===== config.mk =====
export PLATFORM = sky130hd
export DESIGN_NAME = shift_seq_flat
export DESIGN_NICKNAME = d
export VERILOG_FILES = /design/src/rtl/shift_pkg.sv /design/src/rtl/shift_seq_if.sv /design/src/rtl/shift1.sv /design/src/rtl/shift_seq.sv /design/src/flat_wrapper.sv
export SDC_FILE = /design/constraint.sdc
export NUM_CORES = 1
export LEC_CHECK = 0
export CAP_MARGIN = 10
export CORE_UTILIZATION = 36
export DETAILED_ROUTE_END_ITERATION = 6
export PLACE_DENSITY = 0.68
export SLEW_MARGIN = 20
export SYNTH_ARGS = -nofsm -noshare
export SYNTH_HDL_FRONTEND = slang
export SYNTH_HIERARCHICAL = 1
export SYNTH_SLANG_ARGS = --single-unit

===== constraint.sdc =====
create_clock -name clk -period 2.73 [get_ports clk]
set_clock_uncertainty 0.2 [all_clocks]
set_input_delay 0.273 -clock clk [delete_from_list [all_inputs] [get_ports clk]]
set_output_delay 0.273 -clock clk [all_outputs]
set_load 0.05 [all_outputs]

===== src/rtl/shift_pkg.sv =====
// Shared definitions for the sequential shifter.
//   shift_state_t : controller states (IDLE, SHIFT, DONE)
//   DIR_LEFT      : dir encoding for a logical left shift
//   DIR_RIGHT     : dir encoding for a logical right shift
package shift_pkg;

  typedef enum logic [1:0] {
    IDLE  = 2'd0,
    SHIFT = 2'd1,
    DONE  = 2'd2
  } shift_state_t;

  localparam logic DIR_LEFT  = 1'b0;
  localparam logic DIR_RIGHT = 1'b1;

endpackage


===== src/rtl/shift_seq_if.sv =====
// Request/result bundle of the sequential shifter.
//   start : request, only looked at while the shifter is idle
//   dir   : 0 = logical left, 1 = logical right (zero fill)
//   a     : operand, captured with start
//   amt   : shift amount, captured with start
//   busy  : request in progress
//   done  : one-cycle pulse, y holds the result
//   y     : result register, held until the next accepted start
//
// Handshake: a request is accepted on the rising edge where start is high
// and the shifter is idle (busy low); a, dir and amt are sampled on that
// same edge only. The requester may then change or drop its inputs
// freely. start while busy is neither queued nor applied. Completion is
// the single cycle where done is high; there is no back-pressure on done.
interface shift_seq_if #(
  parameter int WIDTH = 8,
  parameter int AMT_W = $clog2(WIDTH)
) ();

  logic             start;
  logic             dir;
  logic [WIDTH-1:0] a;
  logic [AMT_W-1:0] amt;
  logic             busy;
  logic             done;
  logic [WIDTH-1:0] y;

  modport master (
    output start, dir, a, amt,
    input  busy, done, y
  );

  modport slave (
    input  start, dir, a, amt,
    output busy, done, y
  );

endinterface


===== src/rtl/shift1.sv =====
// One-position combinational shifter with zero fill.
//   dir : 0 = left by one, 1 = right by one
//   a   : operand
//   y   : a shifted by one position
module shift1
  import shift_pkg::*;
#(
  parameter int WIDTH = 8
) (
  input  logic             dir,
  input  logic [WIDTH-1:0] a,
  output logic [WIDTH-1:0] y
);

  assign y = (dir == DIR_RIGHT) ? {1'b0, a[WIDTH-1:1]} : {a[WIDTH-2:0], 1'b0};

endmodule


===== src/rtl/shift_seq.sv =====
// Sequential multi-position shifter: captures an operand, direction and
// amount, then runs its working register through shift1 once per clock
// until the amount is used up, and presents the result with a done pulse.
//   clk       : rising-edge clock
//   rst_n     : asynchronous active-low reset
//   bus       : request/result bundle (slave side)
//   dbg_state : current controller state, for observation only
module shift_seq
  import shift_pkg::*;
#(
  parameter int WIDTH = 8,
  parameter int AMT_W = $clog2(WIDTH)
) (
  input  logic         clk,
  input  logic         rst_n,
  shift_seq_if.slave   bus,
  output shift_state_t dbg_state
);

  shift_state_t     state_r, state_next;
  logic [WIDTH-1:0] data_r, data_next;
  logic             dir_r, dir_next;
  logic [AMT_W-1:0] cnt_r, cnt_next;
  logic [WIDTH-1:0] y_r, y_next;
  logic [WIDTH-1:0] shifted;

  shift1 #(
    .WIDTH (WIDTH)
  ) u_shift1 (
    .dir (dir_r),
    .a   (data_r),
    .y   (shifted)
  );

  always_ff @(posedge clk or negedge rst_n) begin
    if (!rst_n) begin
      state_r <= IDLE;
      data_r  <= '0;
      dir_r   <= 1'b0;
      cnt_r   <= '0;
      y_r     <= '0;
    end else begin
      state_r <= state_next;
      data_r  <= data_next;
      dir_r   <= dir_next;
      cnt_r   <= cnt_next;
      y_r     <= y_next;
    end
  end

  // y is loaded on the edge that enters DONE, so the result is already
  // visible in the cycle where done is high. The value loaded is whatever
  // data_r becomes on that same edge.
  always_comb begin
    state_next = state_r;
    data_next  = data_r;
    dir_next   = dir_r;
    cnt_next   = cnt_r;
    y_next     = y_r;
    case (state_r)
      IDLE: begin
        if (bus.start) begin
          data_next = bus.a;
          dir_next  = bus.dir;
          cnt_next  = bus.amt;
          if (bus.amt == '0) begin
            state_next = DONE;
            y_next     = bus.a;
          end else begin
            state_next = SHIFT;
          end
        end
      end
      SHIFT: begin
        data_next = shifted;
        cnt_next  = cnt_r - AMT_W'(1);
        if (cnt_r == AMT_W'(1)) begin
          state_next = DONE;
          y_next     = shifted;
        end
      end
      DONE: begin
        state_next = IDLE;
      end
      default: begin
        state_next = IDLE;
      end
    endcase
  end

  // Both status outputs are pure state decodes.
  assign bus.busy  = (state_r == SHIFT) || (state_r == DONE);
  assign bus.done  = (state_r == DONE);
  assign bus.y     = y_r;
  assign dbg_state = state_r;

endmodule


===== src/flat_wrapper.sv =====
// flat-port wrapper written by rule: the top's interface ports become plain ports
module shift_seq_flat import shift_pkg::*;
#(
  parameter int WIDTH = 8,
  parameter int AMT_W = $clog2(WIDTH)
)
  (clk, rst_n, dbg_state, bus_start, bus_dir, bus_a, bus_amt, bus_busy, bus_done, bus_y);
  shift_seq_if #(.WIDTH(WIDTH), .AMT_W(AMT_W)) bus_i ();
  input  logic clk;
  input  logic rst_n;
  output shift_state_t dbg_state;
  input wire logic [$bits(bus_i.start)-1:0] bus_start;
  input wire logic [$bits(bus_i.dir)-1:0] bus_dir;
  input wire logic [$bits(bus_i.a)-1:0] bus_a;
  input wire logic [$bits(bus_i.amt)-1:0] bus_amt;
  output wire logic [$bits(bus_i.busy)-1:0] bus_busy;
  output wire logic [$bits(bus_i.done)-1:0] bus_done;
  output wire logic [$bits(bus_i.y)-1:0] bus_y;
  assign bus_i.start = bus_start;
  assign bus_i.dir = bus_dir;
  assign bus_i.a = bus_a;
  assign bus_i.amt = bus_amt;
  assign bus_busy = bus_i.busy;
  assign bus_done = bus_i.done;
  assign bus_y = bus_i.y;
  shift_seq #(.WIDTH(WIDTH), .AMT_W(AMT_W)) u_core (.clk(clk), .rst_n(rst_n), .bus(bus_i), .dbg_state(dbg_state));
endmodule

==> impl_metrics.csv, run 1 <==
group,metric,value,unit
floorplan,row_count,21,
sta,hold_violations,0,
worst_setup_path,end_kind,"output port",
drt,drt-initial-drc-count,61,
clock_tree,clock_path_buffers,2,
placement,hpwl,1950,um
floorplan,die_x,61.4,um
drt,routed_wl,2580,um
grt,grt.total_usage,0.160,
sta,fin_crit_sh,0.877,
drt,avgRoutedWirePerCell,13.3,um
run,max_cap_viol_count,0,
clock_tree,postCtsSetupRepairBufs,0,
synth,synth_edf_count,0,
worst_setup_path,slowest_stage,"clkdlybuf4s50_1",
sta,relSlewSlack,0.514,
finish,instances_no_fill,193,
synth,ys.flop_type,"dfrtp_1",
pwr,irDropWorstVdd,0.000743,V
sta,final_max_slew_viol_count,0,
drt,first_pass_iters,4,
synth,post-synth-top-count-cell,"dfrtp_1",
synth,yosys.area.top_type,"dfrtp_1",
clock_tree,clock-sinks,22,
drt,num_vias,957,
worst_setup_path,required,2.26,ns
pwr,power_density,1390,nW/um^2
grt,grt_max_degree,23,
sta,setup_viol,0,
worst_setup_path,r2r_slack,0.46,ns
clock_tree,cts_tree,"yes",
synth,avgSynthCellArea,10.8,um^2
sta,tns,0,ns
synth,synth_warnings,6,
worst_setup_path,crit_path_start_kind,"register",
sta,fmax,418,MHz
worst_setup_path,r2r_start,"u_core/dbg_state[1]",
synth,syn-cell-area,1270,um^2
worst_setup_path,cpPeakStageDelay,0.79,ns
synth,synth.top_cells.by_area,"dfrtp_1 (43%), mux2i_1 (10%), mux2_4 (7.1%)",
finish,final_nets,170,
sta,rsz0062_at_grt,"false",
sta,fin_crit,2.39,ns
synth,ys_ff_latch,22,
pwr,leakagePower,0.715,nW
finish,syn2layout_area_growth,29.1,%
placement,numPortBuffers,26,
grt,grt_pass1_wl,4330,um
grt,grt_overflow,0,
finish,diodes,0,
synth,synth_top_area_share,0.433,
placement,place_inst,189,
clock_tree,cts_buffers,3,
floorplan,die_y,61.4,um
worst_setup_path,criticalPathCategory,"reg -> out",
worst_setup_path,rr_endpoint,"u_core/bus.y[7]",
worst_setup_path,cp_max_fo,6,
clock_tree,clk_pin_slew,0.13,ns
floorplan,core,3360,um^2
placement,gp_congestion,0.777,
synth,synthCells,118,
worst_setup_path,reg2reg_depth,6,
clock_tree,cts_resized,0,
drt,drc,0,
synth,mappedNetlistNets,140,
worst_setup_path,cp_top_family,"buffers and inverters",
worst_setup_path,crit_buf_inv,2,
synth,ys_seq_area_frac,0.433,
clock_tree,clk_latency,0.31,ns
finish,drive_above_1_share,0.156,
synth,synthDistinctLibCells,29,
min_path,hp-class,"in -> async",
status,status,"complete, no violations",
worst_setup_path,cp_cell_sequence,"inv_1 -> ha_1 -> clkdlybuf4s50_1",
clock_tree,cts-root-buf,"clkbuf_4",
worst_setup_path,crit_arrival,1.92,ns
clock_tree,htreeDepth,1,
synth,ys_top_cells_by_count,"dfrtp_1 (22), mux2i_1 (13), nor2_1 (13)",
drt,drt-vias-per-instance,4.96,
grt,grt_pass1_vias,986,
sta,worst_pin_slew,0.709,ns
drt,ant_nets,0,
grt,antenna_found_initial,0,
floorplan,top_level_ports,27,
floorplan,die_area,3770,um^2
synth,ys_async_sr_fraction,1.00,
clock_tree,cts_hold_buf,0,
floorplan,start_util,0.378,
[cell usage in the layout, fill, tap and decap left out]
cell type,instances
mux2_2,6
clkbuf_4,3
a21oi_1,7
nor4b_1,1
or2_2,1
o221ai_1,1
a2bb2oi_1,1
and3b_1,1
nand3_1,1
a211oi_4,1
buf_4,3
nor3_1,1
a211oi_1,1
dfrtp_1,22
o21ai_0,6
and2b_2,1
and2_2,1
nand2_1,3
o2111ai_1,2
nand2b_1,1
bufinv_16,1
inv_1,12
nor2b_1,3
a31oi_1,1
mux2_4,6
mux2i_1,13
o31a_1,1
nor2_1,13
ha_1,7
clkdlybuf4s50_1,26
[state kept, by name, summed over array words and instances (netlist names)]
name and flops:
u_core/bus.y 8, u_core/data_r 8, u_core/cnt_r 3, u_core/dbg_state 2
u_core/dir_r 1
[layer usage]
layer | share of wire | vias to the layer above | track usage
met5 | 0 | - | 0
met4 | 0.015 | 0 | 0.0667
met3 | 0.030 | 4 | 0.0189
met2 | 0.52 | 19 | 0.278
met1 | 0.44 | 470 | 0.201
li1 | - | 464 | -
[report_power, final]
part	leakage, nW	switching, mW	total [mW]	internal (mW)
combinational	0.433	0.801	1.40	0.597
clock	0.0279	0.102	0.250	0.148
sequential	0.254	0.135	0.628	0.493
total	0.715	1.04	2.28	1.24
[logic make-up (layout without fill, tap and decap cells)]
group,count (synthesis),in the layout,share of synthesized area
AND/OR/NAND/NOR,27,27,0.106
buffers and inverters,16,45,0.0531
multiplexers,25,25,0.226
AO/OA/AOI/OAI,21,21,0.112
flip-flops,22,22,0.433
adder cells (fa/ha/maj),7,7,0.0689
[worst reg2reg max path: cells and delay by family, from the launching register on]
family	cells	cell delay, ns
fa+ha+maj	1	0.28
buf+inv	2	0.35
flops	1	0.42
compound gates	1	0.16
mux	2	0.76
[layout make-up]
type | instances | area [um^2]
clock inverter | 1 | 30.0
clock buffer | 3 | 22.5
inverter | 12 | 45.0
sequential | 22 | 551
tap | 46 | 57.6
multi-input combinational | 80 | 653
timing repair buffer | 29 | 283
fill | 347 | 1720
[how the worst max path moves through the flow]
stage                     cells after the start                start         endpoint  slack (ns)
final                                         3  u_core/dbg_state[0]         bus_busy        0.34
after global routing                          3  u_core/dbg_state[0]         bus_busy        0.23
after CTS                                     3  u_core/dbg_state[0]         bus_busy        0.31
after detailed placement                      5            bus_start  u_core/bus.y[7]        0.42
after global placement                        4            bus_start  u_core/bus.y[1]        0.52
after floorplan                               5  u_core/dbg_state[0]  u_core/bus.y[0]        0.21
[through the flow]
| step | hold slack, ns | instance area, um^2 | power (mW) | util | setup slack, ns |
|---|---|---|---|---|---|
| after floorplan | -0.223 | 1270 | 1.67 | - | 0.207 |
| after global placement | 0.277 | 1590 | 2.00 | 0.472 | 0.523 |
| after detailed placement | 0.275 | 1590 | 2.04 | 0.472 | 0.415 |
| after CTS | 0.0984 | 1640 | 2.30 | 0.488 | 0.310 |
| after global routing | 0.0992 | 1640 | 2.45 | 0.488 | 0.228 |
| final | 0.0980 | 1640 | 2.28 | 0.488 | 0.336 |
Power figures use the tool's default switching activity.
==> inputs of run 2 (changes only) <==
--- a/config.mk
+++ b/config.mk
@@ -7,9 +7,8 @@
 export LEC_CHECK = 0
 export CAP_MARGIN = 10
 export CORE_UTILIZATION = 36
+export CTS_BUF_LIST = sky130_fd_sc_hd__clkbuf_8
 export DETAILED_ROUTE_END_ITERATION = 6
-export PLACE_DENSITY = 0.68
-export SLEW_MARGIN = 20
 export SYNTH_ARGS = -nofsm -noshare
 export SYNTH_HDL_FRONTEND = slang
 export SYNTH_HIERARCHICAL = 1
==> run 2 against run 1 <==
Die area did not move. Routed wire length fell by 3.1%. Worst hold slack gained 0.069 ns. First-iteration DRC count is 21% lower. Power up 2.4%. Critical path type unchanged.
==> impl_metrics.csv, run 2 (synthesized netlist as in run 1, its figures left out) <==
group,metric,value,unit
pwr,irDropWorstVdd,0.000619,V
grt,grt_overflow,0,
pwr,total_power,2.33,mW
placement,place_ws,0.642,ns
sta,fin_ws,0.349,ns
sta,rsz0062_at_grt,"false",
worst_setup_path,slowest_stage,"clkdlybuf4s50_1",
grt,grt_pass1_vias,989,
pwr,leakagePower,0.728,nW
finish,layout_common_cells,"clkdlybuf4s50_1 (26), dfrtp_1 (22), mux2i_1 (13), nor2_1 (13), inv_1 (12)",
status,status,"complete, no violations",
worst_setup_path,cp_max_fo,6,
finish,fillCellCount,340,
sta,fmax,420,MHz
floorplan,row_count,21,
worst_setup_path,crit_path_start_kind,"register",
pwr,power_density,1400,nW/um^2
floorplan,top_level_ports,27,
sta,final_max_slew_viol_count,0,
sta,worst_pin_slew,0.503,ns
worst_setup_path,reg2reg_depth,7,
pwr,pwr-share-comb,0.600,
drt,num_vias,959,
worst_setup_path,end_kind,"output port",
drt,drt-initial-drc-count,48,
clock_tree,clk_latency,0.26,ns
sta,setup_viol,0,
clock_tree,cts_resized,0,
placement,hpwl,1930,um
placement,place_inst,190,
pwr,power_frac_clock,0.128,
sta,tns,0,ns
finish,diodes,0,
worst_setup_path,criticalPathCategory,"reg -> out",
finish,final_common_cell,"clkdlybuf4s50_1",
min_path,hp-class,"in -> async",
grt,grt_max_degree,23,
clock_tree,htreeDepth,1,
floorplan,start_util,0.378,
worst_setup_path,crit_buf_inv,2,
pwr,seqPwrFrac,0.272,
drt,drt-vias-per-instance,4.94,
finish,syn2layout_area_growth,31.2,%
finish,drive_above_1_share,0.162,
pwr,netSwitchingPower,1.04,mW
clock_tree,cts_buffers,3,
drt,avgRoutedWirePerCell,12.9,um
clock_tree,cts-root-buf,"clkbuf_8",
drt,routed_wl,2500,um
worst_setup_path,required,2.26,ns
worst_setup_path,cp.depth,3,
floorplan,die_y,61.4,um
worst_setup_path,cpPeakStageDelay,0.80,ns
clock_tree,cts_tree,"yes",
clock_tree,clk_pin_slew,0.08,ns
finish,final_nets,171,
drt,first_pass_iters,4,
placement,gp_congestion,0.791,
floorplan,die_area,3770,um^2
run,max_cap_viol_count,0,
pwr,internal_power,1.30,mW
drt,drc,0,
pwr,switching_share,0.444,
grt,grt_pass1_wl,4310,um
floorplan,core,3360,um^2
clock_tree,cts_hold_buf,0,
worst_setup_path,cp_cell_sequence,"inv_1 -> ha_1 -> clkdlybuf4s50_1",
floorplan,die_x,61.4,um
sta,fin_crit,2.38,ns
clock_tree,clock-sinks,22,
grt,antenna_found_initial,0,
placement,numPortBuffers,26,
sta,fin_crit_sh,0.872,
sta,hold_violations,0,
finish,instances_no_fill,194,
worst_setup_path,crit_arrival,1.91,ns
sta,relSlewSlack,0.664,
grt,grt.total_usage,0.156,
worst_setup_path,cp_top_family,"buffers and inverters",
drt,ant_nets,0,
clock_tree,postCtsSetupRepairBufs,0,
clock_tree,clock_path_buffers,2,
## run 2: cell type report
cell class	instances	area [um^2]	area share
clock buffer	3	41.3	0.0248
multi-input combinational	80	653	0.392
sequential	22	551	0.330
tap	46	57.6	0.0345
inverter	12	45.0	0.0270
timing repair buffer	30	290	0.174
clock inverter	1	30.0	0.0180
## run 2: stage by stage
step	util	area, um^2	hold slack (ns)
detailed placement	0.475	1600	0.296
global route	0.496	1670	0.184
finish	0.496	1670	0.167
CTS	0.496	1670	0.174
floorplan	-	1270	-0.223
global placement	0.475	1600	0.300
## run 2: routing by layer
metal	up-vias	GRT usage	part of all wire
met1	476	0.195	0.45
met5	-	0	0
met2	18	0.272	0.51
met4	0	0.0635	0.0032
li1	463	-	-
met3	2	0.0231	0.037
## run 2: power groups by stage
stage / clock network [mW] / logic [mW] / registers, mW
2_1_floorplan: 0 / 0.821 / 0.850
3_3_place_gp: 0 / 1.39 / 0.637
3_5_place_dp: 0 / 1.41 / 0.641
4_1_cts: 0.311 / 1.41 / 0.637
5_1_grt: 0.323 / 1.52 / 0.660
6_report: 0.299 / 1.40 / 0.633
## run 2: final timing paths
kind                                     startpoint             endpoint  slack [ns]
worst max register to register  u_core/dbg_state[0]      u_core/bus.y[6]        0.63
worst min-delay path                          rst_n  u_core/dbg_state[1]        0.17
worst max-delay path            u_core/dbg_state[0]             bus_busy        0.35
max in group asynchronous                     rst_n      u_core/cnt_r[0]        1.93
worst min register to register      u_core/cnt_r[1]      u_core/cnt_r[1]        0.31
min in group clk                    u_core/cnt_r[1]      u_core/cnt_r[1]        0.31
## run 2: worst reg2reg max path, cell delays in order (launching register included)
cell and delay (ns):
dfrtp_1 0.44, inv_1 0.11, ha_1 0.27, mux2i_1 0.14
buf_4 0.17, a211oi_4 0.26, buf_4 0.22, mux2i_1 0.20
